### src/rtl/hazard_sb.sv
// Scoreboard hazard unit: tracks E/M/W writers to produce the D-stage stall and
// forwarding selects, and interlocks HI/LO access against a multi-cycle MD unit.
module hazard_sb #(
    parameter int NREG    = 32,
    parameter int TW      = 2,
    parameter int MUL_CYC = 5,
    parameter int DIV_CYC = 10,
    localparam int AW     = $clog2(NREG),
    localparam int CW     = $clog2(DIV_CYC + 1)
) (
    input  logic          clk,
    input  logic          reset,
    input  logic          hold,
    input  logic          D_valid,
    input  logic [AW-1:0] D_rs,
    input  logic [AW-1:0] D_rt,
    input  logic          D_use_rs,
    input  logic          D_use_rt,
    input  logic [TW-1:0] D_tuse_rs,
    input  logic [TW-1:0] D_tuse_rt,
    input  logic          D_wr_en,
    input  logic [AW-1:0] D_wr_addr,
    input  logic [TW-1:0] D_tnew,
    input  logic          D_md_start,
    input  logic          D_md_div,
    input  logic          D_md_use,
    output logic          stall,
    output logic [1:0]    fwd_rs_D,
    output logic [1:0]    fwd_rt_D,
    output logic          md_busy
);

    typedef struct packed {
        logic          v;
        logic [AW-1:0] addr;
        logic [TW-1:0] tnew;
    } slot_t;

    typedef struct packed {
        logic          hit;
        logic [1:0]    code;
        logic [TW-1:0] tnew;
    } match_t;

    slot_t         e_slot_r, m_slot_r, w_slot_r;
    logic [CW-1:0] md_cnt_r;
    match_t        m_rs_s, m_rt_s;
    logic          stall_rs_s, stall_rt_s, stall_md_s, issue_s;

    function automatic slot_t age(input slot_t s);
        slot_t r;
        r      = s;
        r.tnew = (s.tnew == '0) ? '0 : s.tnew - {{(TW-1){1'b0}}, 1'b1};
        return r;
    endfunction

    // Youngest matching writer wins; older matches for the same register are shadowed.
    function automatic match_t lookup(input logic [AW-1:0] x, input logic use_x,
                                      input slot_t e, input slot_t m, input slot_t w);
        match_t r;
        r = '0;
        if (use_x && (x != '0)) begin
            if (e.v && (e.addr == x)) begin
                r.hit = 1'b1; r.code = 2'd1; r.tnew = e.tnew;
            end else if (m.v && (m.addr == x)) begin
                r.hit = 1'b1; r.code = 2'd2; r.tnew = m.tnew;
            end else if (w.v && (w.addr == x)) begin
                r.hit = 1'b1; r.code = 2'd3; r.tnew = w.tnew;
            end else begin
                r = '0;
            end
        end else begin
            r = '0;
        end
        return r;
    endfunction

    // Hazard detection and forwarding selects from frozen/current slot state
    always_comb begin
        m_rs_s     = lookup(D_rs, D_use_rs, e_slot_r, m_slot_r, w_slot_r);
        m_rt_s     = lookup(D_rt, D_use_rt, e_slot_r, m_slot_r, w_slot_r);
        stall_rs_s = m_rs_s.hit && (m_rs_s.tnew > D_tuse_rs);
        stall_rt_s = m_rt_s.hit && (m_rt_s.tnew > D_tuse_rt);
        md_busy    = (md_cnt_r != '0);
        stall_md_s = D_valid && (D_md_start || D_md_use) && md_busy;
        stall      = D_valid && (stall_rs_s || stall_rt_s || stall_md_s);
        issue_s    = D_valid && !stall && !hold;
        fwd_rs_D   = (m_rs_s.hit && (m_rs_s.tnew == '0)) ? m_rs_s.code : 2'd0;
        fwd_rt_D   = (m_rt_s.hit && (m_rt_s.tnew == '0)) ? m_rt_s.code : 2'd0;
    end

    // E/M/W writer tracking; a stalled D enters E as a bubble
    always_ff @(posedge clk or negedge reset) begin
        if (!reset) begin
            e_slot_r <= '0;
            m_slot_r <= '0;
            w_slot_r <= '0;
        end else if (!hold) begin
            w_slot_r      <= age(m_slot_r);
            m_slot_r      <= age(e_slot_r);
            e_slot_r.v    <= issue_s && D_wr_en && (D_wr_addr != '0);
            e_slot_r.addr <= D_wr_addr;
            e_slot_r.tnew <= D_tnew;
        end else begin
            e_slot_r <= e_slot_r;
            m_slot_r <= m_slot_r;
            w_slot_r <= w_slot_r;
        end
    end

    // MD busy countdown; the unit keeps running while the pipeline is held
    always_ff @(posedge clk or negedge reset) begin
        if (!reset) begin
            md_cnt_r <= '0;
        end else if (issue_s && D_md_start) begin
            md_cnt_r <= D_md_div ? CW'(DIV_CYC) : CW'(MUL_CYC);
        end else if (md_cnt_r != '0) begin
            md_cnt_r <= md_cnt_r - {{(CW-1){1'b0}}, 1'b1};
        end else begin
            md_cnt_r <= md_cnt_r;
        end
    end

endmodule

### config.mk
export PLATFORM = sky130hd
export DESIGN_NAME = hazard_sb
export DESIGN_NICKNAME = d
export VERILOG_FILES = /design/src/rtl/hazard_sb.sv
export SDC_FILE = /design/constraint.sdc
export NUM_CORES = 1
export LEC_CHECK = 0
export ABC_AREA = 1
export ABC_CLOCK_PERIOD_IN_PS = 2650
export CORE_MARGIN = 1
export CORE_UTILIZATION = 53
export DETAILED_ROUTE_END_ITERATION = 12
export PLACE_DENSITY = 0.9
export SYNTH_ARGS = -nofsm -noshare
export SYNTH_HDL_FRONTEND = slang
export SYNTH_SLANG_ARGS = --single-unit
### constraint.sdc
create_clock -name clk -period 2.65 [get_ports clk]
set_input_delay 0.3975 -clock clk [delete_from_list [all_inputs] [get_ports clk]]
set_output_delay 0.3975 -clock clk [all_outputs]
set_load 0.02 [all_outputs]
==> impl_metrics.toml, run 1 <==
[global_route]
grt-ovfl-total = 0
grt_pass1_wl_um = 10400
track_usage_pct = 32.7
grt_pass1_vias = 2278
grt_max_degree = 33
antenna_found_initial = 0

[timing]
whs_ns = 0.481
max-slew-margin-rel_pct = 68.7
finClkSkew_ns = 0.0104
period_share_pct = 116
finalHoldViolCount = 0
setup_tns_ns = -1.17
rsz0062_at_grt = "true"
fin_crit_ns = 3.07
max_freq_ghz = 0.326
post-route-worst-setup-slack_ns = -0.417
tightest_slew_ns = 0.468
slew_violations = 0
setup_viol_count_final = 5

[die]
rows = 22
pin_count = 37
start_util_pct = 56.7
dieArea_um2 = 4260
core_um2 = 3740
die_h_um = 65.3
die-width_um = 65.3

[place]
placed_area_um2 = 2810
io_buffers = 36
gp_congestion = 0.967
dp_slack_ns = -1.10
hpwl_um = 4630
placed_cells = 447

[run_status]
status = "finished with violations"
violations = "setup timing"

[detailed_routing]
firstDrtPassIters = 8
drtAntennaViolNets = 0
detail_route.wl_per_cell_um = 14.4
drcViolationCount = 0
drtIter0Drc = 216
routed-via-count = 2519
drt_wl_total_um = 6640
via_per_inst = 5.45

[clock_tree]
ctsHoldBuffers = 0
clock_latency_ns = 0.29
numCtsBuffers = 3
cts-root-buf = "clkbuf_8"
htree_levels = 1
clock_sinks = 28
cts.clk_slew.worst_paths_ns = 0.11
clock_path_buffers = 2
cts_tree = "done"

[power]
p_total_mw = 1.49
leakagePower_nw = 1.62
irDropWorstVdd_v = 0.000376
power.density_nw_per_um2 = 489

[critical_path]
cpPeakStageDelay_ns = 0.45
cpMostUsedCell = "inv_2"
critPathMaxFanout = 5
required_ns = 2.25
critPathLaunchType = "register"
crit_path_cell_trace = "inv_1 -> nand2_1 -> nand3_1 -> nand3b_1 -> nor2_2 -> nand2_1 -> o211ai_1 -> o211ai_2 -> inv_2 -> ha_4 -> inv_2 -> nor2_1 -> o21a_1 -> nand3_2 -> inv_2 -> o21ai_2 -> inv_1 -> buf_6"
worstPathArrival_ns = 2.67
end_kind = "output pin"
slowest_stage = "dfrtp_1"
rrSetupSlack_ns = -0.22
crit_type = "reg -> out"

[yosys]
ys_warn_count = 0
async_flop_share_pct = 100
synthTopCellsByArea = "dfrtp_1, nand2_1, inv_1"
syn-num-nets = 366
synth_cell_type_count = 34
synth_top_area_cell = "dfrtp_1"
syn-mean-instance-area_um2 = 6.45
yosysMostFrequentCell = "nand2_1"
yosys-top-cells-count = "nand2_1, inv_1, nor2_1"
synth-seq-cells = 28
synthFlopType = "dfrtp_1"
syn-cell-area_um2 = 2120
synth-edff-count = 0
ys_seq_area_share_pct = 33.0
netlist_instances = 329
synth_top_area_share_pct = 33.0

[final_layout]
drive_gt1_share_pct = 28.0
stdcell_area_um2 = 3050
antenna-diode-count = 0
finish.utilization_pct = 81.6
fin_cells = 462
fillCellCount = 243
area_growth_pct = 43.8
final_nets = 452

[worst_hold_path]
hold_class = "in -> async"

[run]
maxCapViolCount = 0
## per-layer routing
metal  up-vias  share of wire (%)  track usage [%]
met2       144                 48             54.8
met3        33                8.4             6.25
li1       1201                  -                -
met1      1141                 39             40.2
met4         0                3.8             15.2
met5         -                  0                0
## worst max-delay path: cells and delay by family (launching register included)
| family | cells | cell delay [ns] |
|---|---|---|
| adder cells (fa/ha/maj) | 1 | 0.20 |
| flip-flops | 1 | 0.45 |
| buffers and inverters | 6 | 0.43 |
| AO/OA/AOI/OAI | 4 | 0.56 |
| AND/OR/NAND/NOR | 7 | 0.73 |
## layout by cell type, fill, tap and decap left out, types with 2 or more instances in the layout
master             n
a21oi_1            3
a21oi_2            2
buf_4             49
buf_6              4
clkbuf_2           3
clkbuf_8           3
clkdlybuf4s50_1   21
dfrtp_1           27
dlygate4sd2_1      8
ha_1               5
inv_1             38
inv_2             17
nand2_1          108
nand2_2            7
nand3_1            9
nand3_2           10
nand3_4            2
nand4_1            3
nor2_1            28
nor2_2             6
nor2_4             3
nor3_1             5
o211ai_1           3
o21ai_0           25
o21ai_1            2
o21ai_2            3
o31ai_1            2
xor2_1             3
## cell type report
class                      instances  area (um2)  share of cell area [%]
sequential                        28         702                    23.0
timing repair buffer              86         719                    23.6
multi-input combinational        241        1290                    42.4
inverter                          55         206                    6.76
tap                               48        60.1                    1.97
clock inverter                     1        30.0                   0.984
clock buffer                       3        41.3                    1.35
## power by group
group	internal [mW]	switching, mW
registers	0.499	0.0685
clock network	0.203	0.145
logic	0.259	0.319
## flip-flops by register name, indices dropped and copies added, names as in the netlist
| name | cells |
|---|---|
| e_slot_r | 8 |
| w_slot_r | 8 |
| md_cnt_r | 4 |
| m_slot_r | 8 |
## worst paths after layout
kind / startpoint / endpoint / depth (start not counted)
max: w_slot_r[4] / stall / 18
min in group clk: m_slot_r[1] / w_slot_r[0] / 2
max in group asynchronous: reset / m_slot_r[3] / 2
min reg2reg: m_slot_r[1] / w_slot_r[0] / 2
max reg2reg: w_slot_r[4] / md_cnt_r[1] / 21
min: reset / md_cnt_r[2] / 2
## logic make-up after synthesis
family,count (synthesis),share of synthesized area [%]
AO/OA/AOI/OAI,45,12.3
XOR/XNOR,4,1.65
adder cells (fa/ha/maj),6,3.54
buffers and inverters,60,10.8
flip-flops,28,33.0
AND/OR/NAND/NOR,186,38.7
## what timing repair did
action                     CTS  global route
pin swaps                   16            13
resized for setup           36            39
cloned                       0             0
buffers inserted             8             4
setup endpoints to repair   10            10
(Power assumes the default switching activity.)
==> inputs of run 2 (changes only) <==
- CORE_UTILIZATION: 53 -> 45
- PLACE_DENSITY: 0.9 -> 0.8
==> impl_metrics.toml, run 2 (synthesized netlist as in run 1, its figures left out) <==
[power]
irDropWorstVdd_v = 0.000404
leakagePower_nw = 1.67
p_total_mw = 1.49
power.density_nw_per_um2 = 473

[critical_path]
slowest_stage = "dlygate4sd2_1"
cp_top_family = "simple AND/OR/NAND/NOR gates"
crit_buf_inv = 5
end_kind = "output pin"
critPathLaunchType = "primary input"
critPathMaxFanout = 3
crit_type = "in -> out"
cpMostUsedCell = "nand2_1"
required_ns = 2.25
worstPathArrival_ns = 2.64
crit_path_cell_trace = "dlygate4sd2_1 -> buf_4 -> nand2_1 -> nand2_1 -> nor2_2 -> nand3_2 -> nor2_2 -> nand2_1 -> o211ai_1 -> nand2_1 -> inv_1 -> ha_4 -> a21oi_2 -> a21oi_2 -> nand3_2 -> nand2_2 -> o21ai_2 -> inv_1 -> buf_6"
cpPeakStageDelay_ns = 0.26
rrSetupSlack_ns = -0.06

[final_layout]
finish.utilization_pct = 71.1
final_nets = 463
fillCellCount = 388
stdcell_area_um2 = 3160
layout_common_cells = "nand2_1, buf_4, inv_1"
drive_gt1_share_pct = 31.3
layout_commonest_cell = "nand2_1"
antenna-diode-count = 0
multi_input_area_um2 = 1310
regArea_um2 = 702
reg.largest.list = "e_slot_r: 8 flops, m_slot_r: 8 flops, w_slot_r: 8 flops"
area_growth_pct = 48.7

[die]
start_util_pct = 47.8
die_h_um = 70.7
rows = 24
core_um2 = 4440
die-width_um = 70.7
pin_count = 37
dieArea_um2 = 5000

[detailed_routing]
detail_route.wl_per_cell_um = 13.5
via_per_inst = 5.24
routed-via-count = 2501
firstDrtPassIters = 10
drt_wl_total_um = 6450
drtAntennaViolNets = 0
drtIter0Drc = 216
drcViolationCount = 4

[place]
io_buffers = 36
gp_congestion = 0.925
placed_area_um2 = 2800
hpwl_um = 4630

[timing]
period_share_pct = 114
max_freq_ghz = 0.330
finClkSkew_ns = 0.00818
whs_ns = 0.494
rsz0062_at_grt = "true"
slew_violations = 0
max-slew-margin-rel_pct = 71.1
setup_tns_ns = -0.757
setup_viol_count_final = 10
fin_crit_ns = 3.03
finalHoldViolCount = 0
post-route-worst-setup-slack_ns = -0.383
tightest_slew_ns = 0.432

[run]
maxCapViolCount = 0

[global_route]
grt-ovfl-total = 0
grt_max_degree = 30
grt_pass1_vias = 2348
antenna_found_initial = 0
grt_pass1_wl_um = 10400
track_usage_pct = 26.1

[clock_tree]
htree_levels = 1
cts-root-buf = "clkbuf_8"
clock_latency_ns = 0.28
clock_sinks = 28
ctsHoldBuffers = 0
cts_tree = "done"
numCtsBuffers = 3
cts.clk_slew.worst_paths_ns = 0.10
clock_path_buffers = 2

[run_status]
status = "finished with violations"
violations = "DRC, setup timing"

[worst_hold_path]
hold_class = "in -> async"
[run 2: final cells by class]
type,instances,area share [%]
sequential,28,22.2
inverter,55,6.54
clock inverter,1,0.951
timing repair buffer,97,25.5
tap,52,2.06
clock buffer,3,1.31
multi-input combinational,241,41.4
[run 2: path summary, 6_finish.rpt]
path | to | start | depth (start not counted)
min reg2reg | w_slot_r[7] | w_slot_r[7] | 2
max in group asynchronous | e_slot_r[5] | reset | 2
min in group clk | w_slot_r[7] | w_slot_r[7] | 2
max | stall | D_rs[3] | 19
min | e_slot_r[2] | reset | 2
max reg2reg | md_cnt_r[2] | m_slot_r[3] | 20
[run 2: per-stage QoR]
| step | cells | setup slack [ns] |
|---|---|---|
| 6_report | 477 | -0.383 |
| 5_1_grt | 477 | -0.516 |
| 4_1_cts | 468 | -0.275 |
| 3_5_place_dp | 449 | -1.08 |
| 3_3_place_gp | 449 | -1.02 |
| 2_1_floorplan | 329 | 0.190 |
[run 2: timing repair]
action | CTS | global route
setup endpoints to repair | 10 | 10
endpoints found under the hold margin | 0 | 0
resized for setup | 48 | 31
pin swaps | 19 | 18
buffers inserted | 15 | 9
[run 2: metal layers]
| layer | part of all wire, % | vias to the layer above | global-route usage (%) |
|---|---|---|---|
| li1 | - | 1220 | - |
| met1 | 42 | 1143 | 35.6 |
| met2 | 48 | 123 | 43.6 |
| met3 | 8.2 | 15 | 2.99 |
| met4 | 1.9 | 0 | 8.22 |
| met5 | 0 | - | 0 |
[run 2: worst reg2reg max path, delay by kind of cell (launching register included)]
family | cells | cell delay [ns]
adder cells (fa/ha/maj) | 1 | 0.30
flip-flops | 1 | 0.46
AO/OA/AOI/OAI | 3 | 0.32
buffers and inverters | 6 | 0.67
AND/OR/NAND/NOR | 10 | 0.89
[run 2: power by group]
group	switching (mW)	internal (mW)	total (mW)
combinational	0.318	0.268	0.586
sequential	0.0632	0.499	0.562
clock	0.142	0.203	0.345
total	0.523	0.969	1.49
==> edit 1, RTL diff (flow settings as in run 2) <==
Make the reset (`reset`) synchronous in 2 clocked blocks.
--- a/src/rtl/hazard_sb.sv
+++ b/src/rtl/hazard_sb.sv
@@ -90,7 +90,7 @@
     end
 
     // E/M/W writer tracking; a stalled D enters E as a bubble
-    always_ff @(posedge clk or negedge reset) begin
+    always_ff @(posedge clk) begin
         if (!reset) begin
             e_slot_r <= '0;
             m_slot_r <= '0;
@@ -109,7 +109,7 @@
     end
 
     // MD busy countdown; the unit keeps running while the pipeline is held
-    always_ff @(posedge clk or negedge reset) begin
+    always_ff @(posedge clk) begin
         if (!reset) begin
             md_cnt_r <= '0;
         end else if (issue_s && D_md_start) begin
Formal check against the unedited RTL: differs if reset is asserted again (counterexample within 4 cycles, from zero or initial values and one cycle with reset low); with reset held inactive, the same outputs for 10 cycles.
==> edit 1 against run 2 <==
The flow finishes with violations (negative setup slack); sequential cell count did not move; worst setup slack gained 0.21 ns; sequential power fell by 8.7%; clock power down 21%; power fell by 7.6%; sequential share of layout area down 3.0 points; core utilization up 2.9 points; final area decreased by 4.4%; routed wire length decreased by 6.0%; synthesized area shrank 7.6%; critical path type is now register to primary output.
==> edit 1: results (changes against run 2) <==
grt_max_degree: 43  # +43%
worst_slack_ns: -0.178  # +0.205 ns
worst_path_max_delay_cell: "dfxtp_2"
vias_per_cell: 5.27  # +0.57%
dp_hpwl_mm: 4.25  # -8.2%
p_comb_share_pct: 43.0  # +3.8 points
gp_congestion: 1.00  # +8.3%
tightest_slew_ns: 0.400  # -0.0321 ns
critPathMaxStageDelay_ns: 0.35  # +0.09 ns
pg_clk_mw: 0.273  # -21%
vdd_drop_max_mv: 0.562  # +39%
worstReg2RegStart: "m_slot_r[2]"
crit_end: "stall"
r2r_end: "md_cnt_r[3]"
drcViolationCount: 0  # -4
globalRouteTotalUtil_pct: 26.3  # +0.16 points
worstHoldPathType: "register to register"
routed-wl-met3_um: 516  # -2.1%
fillers: 324  # -16%
final-setup-viol-count: 5  # -5
startpoint_type: "register"
grt_pass1_vias: 2168  # -7.7%
seq_area_frac_synth_pct: 28.6  # -4.4 points
met2WireLength_mm: 2.89  # -5.9%
swShare_pct: 36.2  # +1.2 points
synth_xor_area_share_pct: 0.893  # -0.76 points
layout.nets: 457  # -1.3%
synth_cells: 328  # -0.30%
wl_met1_mm: 2.57  # -5.8%
synthArstFlopShare_pct: 0  # -100 points
wl_per_cell_um: 12.9  # -4.3%
rr_worst_depth: 19  # -5.0%
ys_types: 27  # -21%
status: "finished, violations left"
synth-adder-area-share_pct: 3.83  # +0.29 points
grt_first_pass_wirelength_mm: 9.20  # -11%
drt-initial-drc-count: 188  # -13%
fin_skew_ns: 0.00232  # -0.00586 ns
wl_mm: 6.07  # -6.0%
drtPass1Iterations: 5  # -5
synth_nets: 365  # -0.27%
violations: "negative setup slack"
finalHoldWorstSlack_ns: 0.489  # -0.00538 ns
synth.area.top_cells: "dfxtp_1 (29%), nand2_1 (19%), nor2_1 (8.4%)"
synthTopCellsByCount: "nand2_1 (100), nor2_1 (44), inv_1 (32)"
path_delay_family: "compound AO/OA/AOI/OAI gates"
placed_area_mm2: 0.00274  # -2.2%
power.density_mw_per_mm2: 457  # -3.4%
edit 1: timing repair:
item,CTS,global route
gates cloned,0,0
gates resized for setup,70,58
endpoints found under the setup margin,10,8
pin swaps,19,32
setup buffers,3,4
hold endpoints to repair,0,0
edit 1: per-layer routing:
layer / GRT usage [%] / vias to the layer above
met3: 4.00 / 9
met5: 0 / -
met2: 44.5 / 115
li1: - / 1225
met4: 7.03 / 0
met1: 34.3 / 1124
edit 1: final cells by class:
cell class | count | area [um^2] | share of cell area (%)
clock buffer | 4 | 55.1 | 1.82
inverter | 47 | 181 | 6.01
multi-input combinational | 246 | 1370 | 45.4
sequential | 28 | 581 | 19.2
tap | 50 | 62.6 | 2.07
timing repair buffer | 94 | 769 | 25.5
edit 1: metrics by stage:
stage                     util, %  setup slack [ns]  setup TNS, ns
after floorplan                 -             0.161              0
after global placement       67.1             -1.04          -5.38
after detailed placement     67.1             -1.06          -5.74
after CTS                    70.0            -0.170         -0.170
after global routing         73.9            -0.272          -1.07
final                        73.9            -0.178         -0.338
==> edit 2, RTL diff (flow settings as in run 2) <==
Without the edit above. The parameter `TW` goes from 2 to 4.
--- a/src/rtl/hazard_sb.sv
+++ b/src/rtl/hazard_sb.sv
@@ -2,7 +2,7 @@
 // forwarding selects, and interlocks HI/LO access against a multi-cycle MD unit.
 module hazard_sb #(
     parameter int NREG    = 32,
-    parameter int TW      = 2,
+    parameter int TW      = 4,
     parameter int MUL_CYC = 5,
     parameter int DIV_CYC = 10,
     localparam int AW     = $clog2(NREG),
Interface: changed (resized D_tnew, D_tuse_rs and D_tuse_rt); port bits go from 37 to 43. The function was not compared with the original's and may differ.
==> edit 2 against run 2 <==
The flow finishes with violations (negative setup slack); worst hold slack better by 0.013 ns; final cell count is 25% higher; worst setup slack worse by 0.18 ns; power is 29% higher; final area is 29% higher; fmax is 5.6% lower; sequential cell count is 6 higher; routed wire length is 38% higher; clock power is 23% higher; synthesized area is 22% higher.
==> edit 2: results (changes against run 2) <==
status: "finished, violations left"
violations: "negative setup slack"
synth_nets: 449  # +23%
cts-htree-levels: 2  # +1
path_clk_slew_ns: 0.09
worst_path_max_delay_cell: "dfrtp_2"
rrSetupSlack_ns: -0.37  # -0.31 ns
worstSkewPairLatency_ns: 0.30  # +0.02 ns
finalSetupTns_ns: -1.91  # -1.16 ns
drtPass1Iterations: 5  # -5
worstHoldPathType: "input pin to async pin"
ys_warn_count: 0  # unchanged
synthTopCellsByCount: "nand2_1 (120), inv_1 (60), nor2_1 (47)"
path_delay_family: "simple AND/OR/NAND/NOR gates"
tightest_slew_ns: 0.600  # +0.168 ns
vdd_drop_max_mv: 0.436  # +7.8%
cts_made_buffers: 5  # +2
dp_hpwl_mm: 5.53  # +19%
met2WireLength_mm: 4.37  # +42%
reg_top3: "e_slot_r: 10 flops, m_slot_r: 10 flops, w_slot_r: 10 flops"
wl_per_cell_um: 15.0  # +11%
final-setup-viol-count: 5  # -5
seq_area_frac_synth_pct: 32.8  # -0.17 points
dp_cells: 559  # +24%
io_buffer_count: 42  # +17%
synth.area.top_cells: "dfrtp_1 (33%), nand2_1 (17%), inv_1 (8.7%)"
synth_cells: 402  # +22%
synth-edff-count: 0  # unchanged
globalRouteTotalUtil_pct: 28.7  # +2.6 points
multi_input_area_mm2: 0.00175  # +34%
routed-wl-met3_um: 527  # unchanged
fin_skew_ns: 0.0180  # +0.00980 ns
vias: 3162  # +26%
grt_first_pass_wirelength_mm: 13.3  # +28%
worstReg2RegStart: "w_slot_r[8]"
final_cells: 595  # +25%
synth_ff_type: "dfrtp_1"
gp_congestion: 0.995  # +7.6%
critPathMaxFanout: 5  # +2
top_layer: "met4"
fillers: 431  # +11%
drt-initial-drc-count: 301  # +39%
placed_area_mm2: 0.00345  # +23%
cts_max_path_buffers: 2  # unchanged
grt_pass1_vias: 2912  # +24%
startpoint: "m_slot_r[4]"
worst_slack_ns: -0.564  # -0.181 ns
finalHoldWorstSlack_ns: 0.507  # +0.0126 ns
layout.nets: 569  # +23%
drive_gt1_share_pct: 37.1  # +5.8 points
crit_arrival_ns: 2.82  # +0.18 ns
leakagePower_nw: 2.10  # +26%
ys_types: 31  # -8.8%
wl_met1_mm: 3.66  # +34%
synthArstFlopShare_pct: 100  # unchanged
grt_max_degree: 35  # +17%
critPathMaxStageDelay_ns: 0.45  # +0.19 ns
[edit 2: report_power, final]
| part | leakage [nW] | total (mW) | internal (mW) | switching (mW) |
|---|---|---|---|---|
| combinational | 1.64 | 0.807 | 0.389 | 0.418 |
| sequential | 0.418 | 0.690 | 0.609 | 0.0803 |
| clock | 0.0482 | 0.423 | 0.210 | 0.212 |
| total | 2.10 | 1.92 | 1.21 | 0.711 |
[edit 2: kinds of logic after synthesis]
kind of cell,after synthesis,share of synthesized area [%]
AND/OR/NAND/NOR,203,34.0
XOR/XNOR,5,1.69
adder cells (fa/ha/maj),10,4.83
buffers and inverters,78,11.3
AO/OA/AOI/OAI,72,15.3
flip-flops,34,32.8
[edit 2: worst paths after layout]
check	end	depth (start not counted)
max	stall	19
min	w_slot_r[5]	2
max reg2reg	md_cnt_r[3]	24
min reg2reg	w_slot_r[9]	2
max in group asynchronous	e_slot_r[6]	2
min in group clk	w_slot_r[9]	2
[edit 2: metal layers]
metal,vias up,GRT usage [%]
li1,1499,-
met1,1460,33.9
met2,165,49.8
met3,38,4.59
met4,0,14.9
met5,-,0
[edit 2: area by class of cell]
type,instances,area share (%)
Sequential cell,34,20.9
Multi-Input combinational cell,290,42.9
Clock buffer,7,2.11
Tap cell,72,2.21
Inverter,72,6.80
Clock inverter,1,0.123
Timing Repair Buffer,119,24.9
[edit 2: what timing repair did]
action,CTS,global route
gates resized for setup,58,104
endpoints found under the setup margin,10,11
setup buffers,25,9
pin swaps,19,41
[edit 2: through the flow]
stage	setup WS, ns	total power, mW
after detailed placement	-1.24	1.29
after global routing	-0.649	2.04
after CTS	-0.501	1.83
after floorplan	0.0908	1.03
after global placement	-1.17	1.27
final	-0.564	1.92
[edit 2: worst register-to-register path, delay by kind of cell (launching register included)]
| kind | cells | cell delay, ns |
|---|---|---|
| AO/OA/AOI/OAI | 3 | 0.36 |
| adder cells (fa/ha/maj) | 1 | 0.19 |
| buffers and inverters | 8 | 0.74 |
| flip-flops | 1 | 0.45 |
| AND/OR/NAND/NOR | 12 | 1.19 |
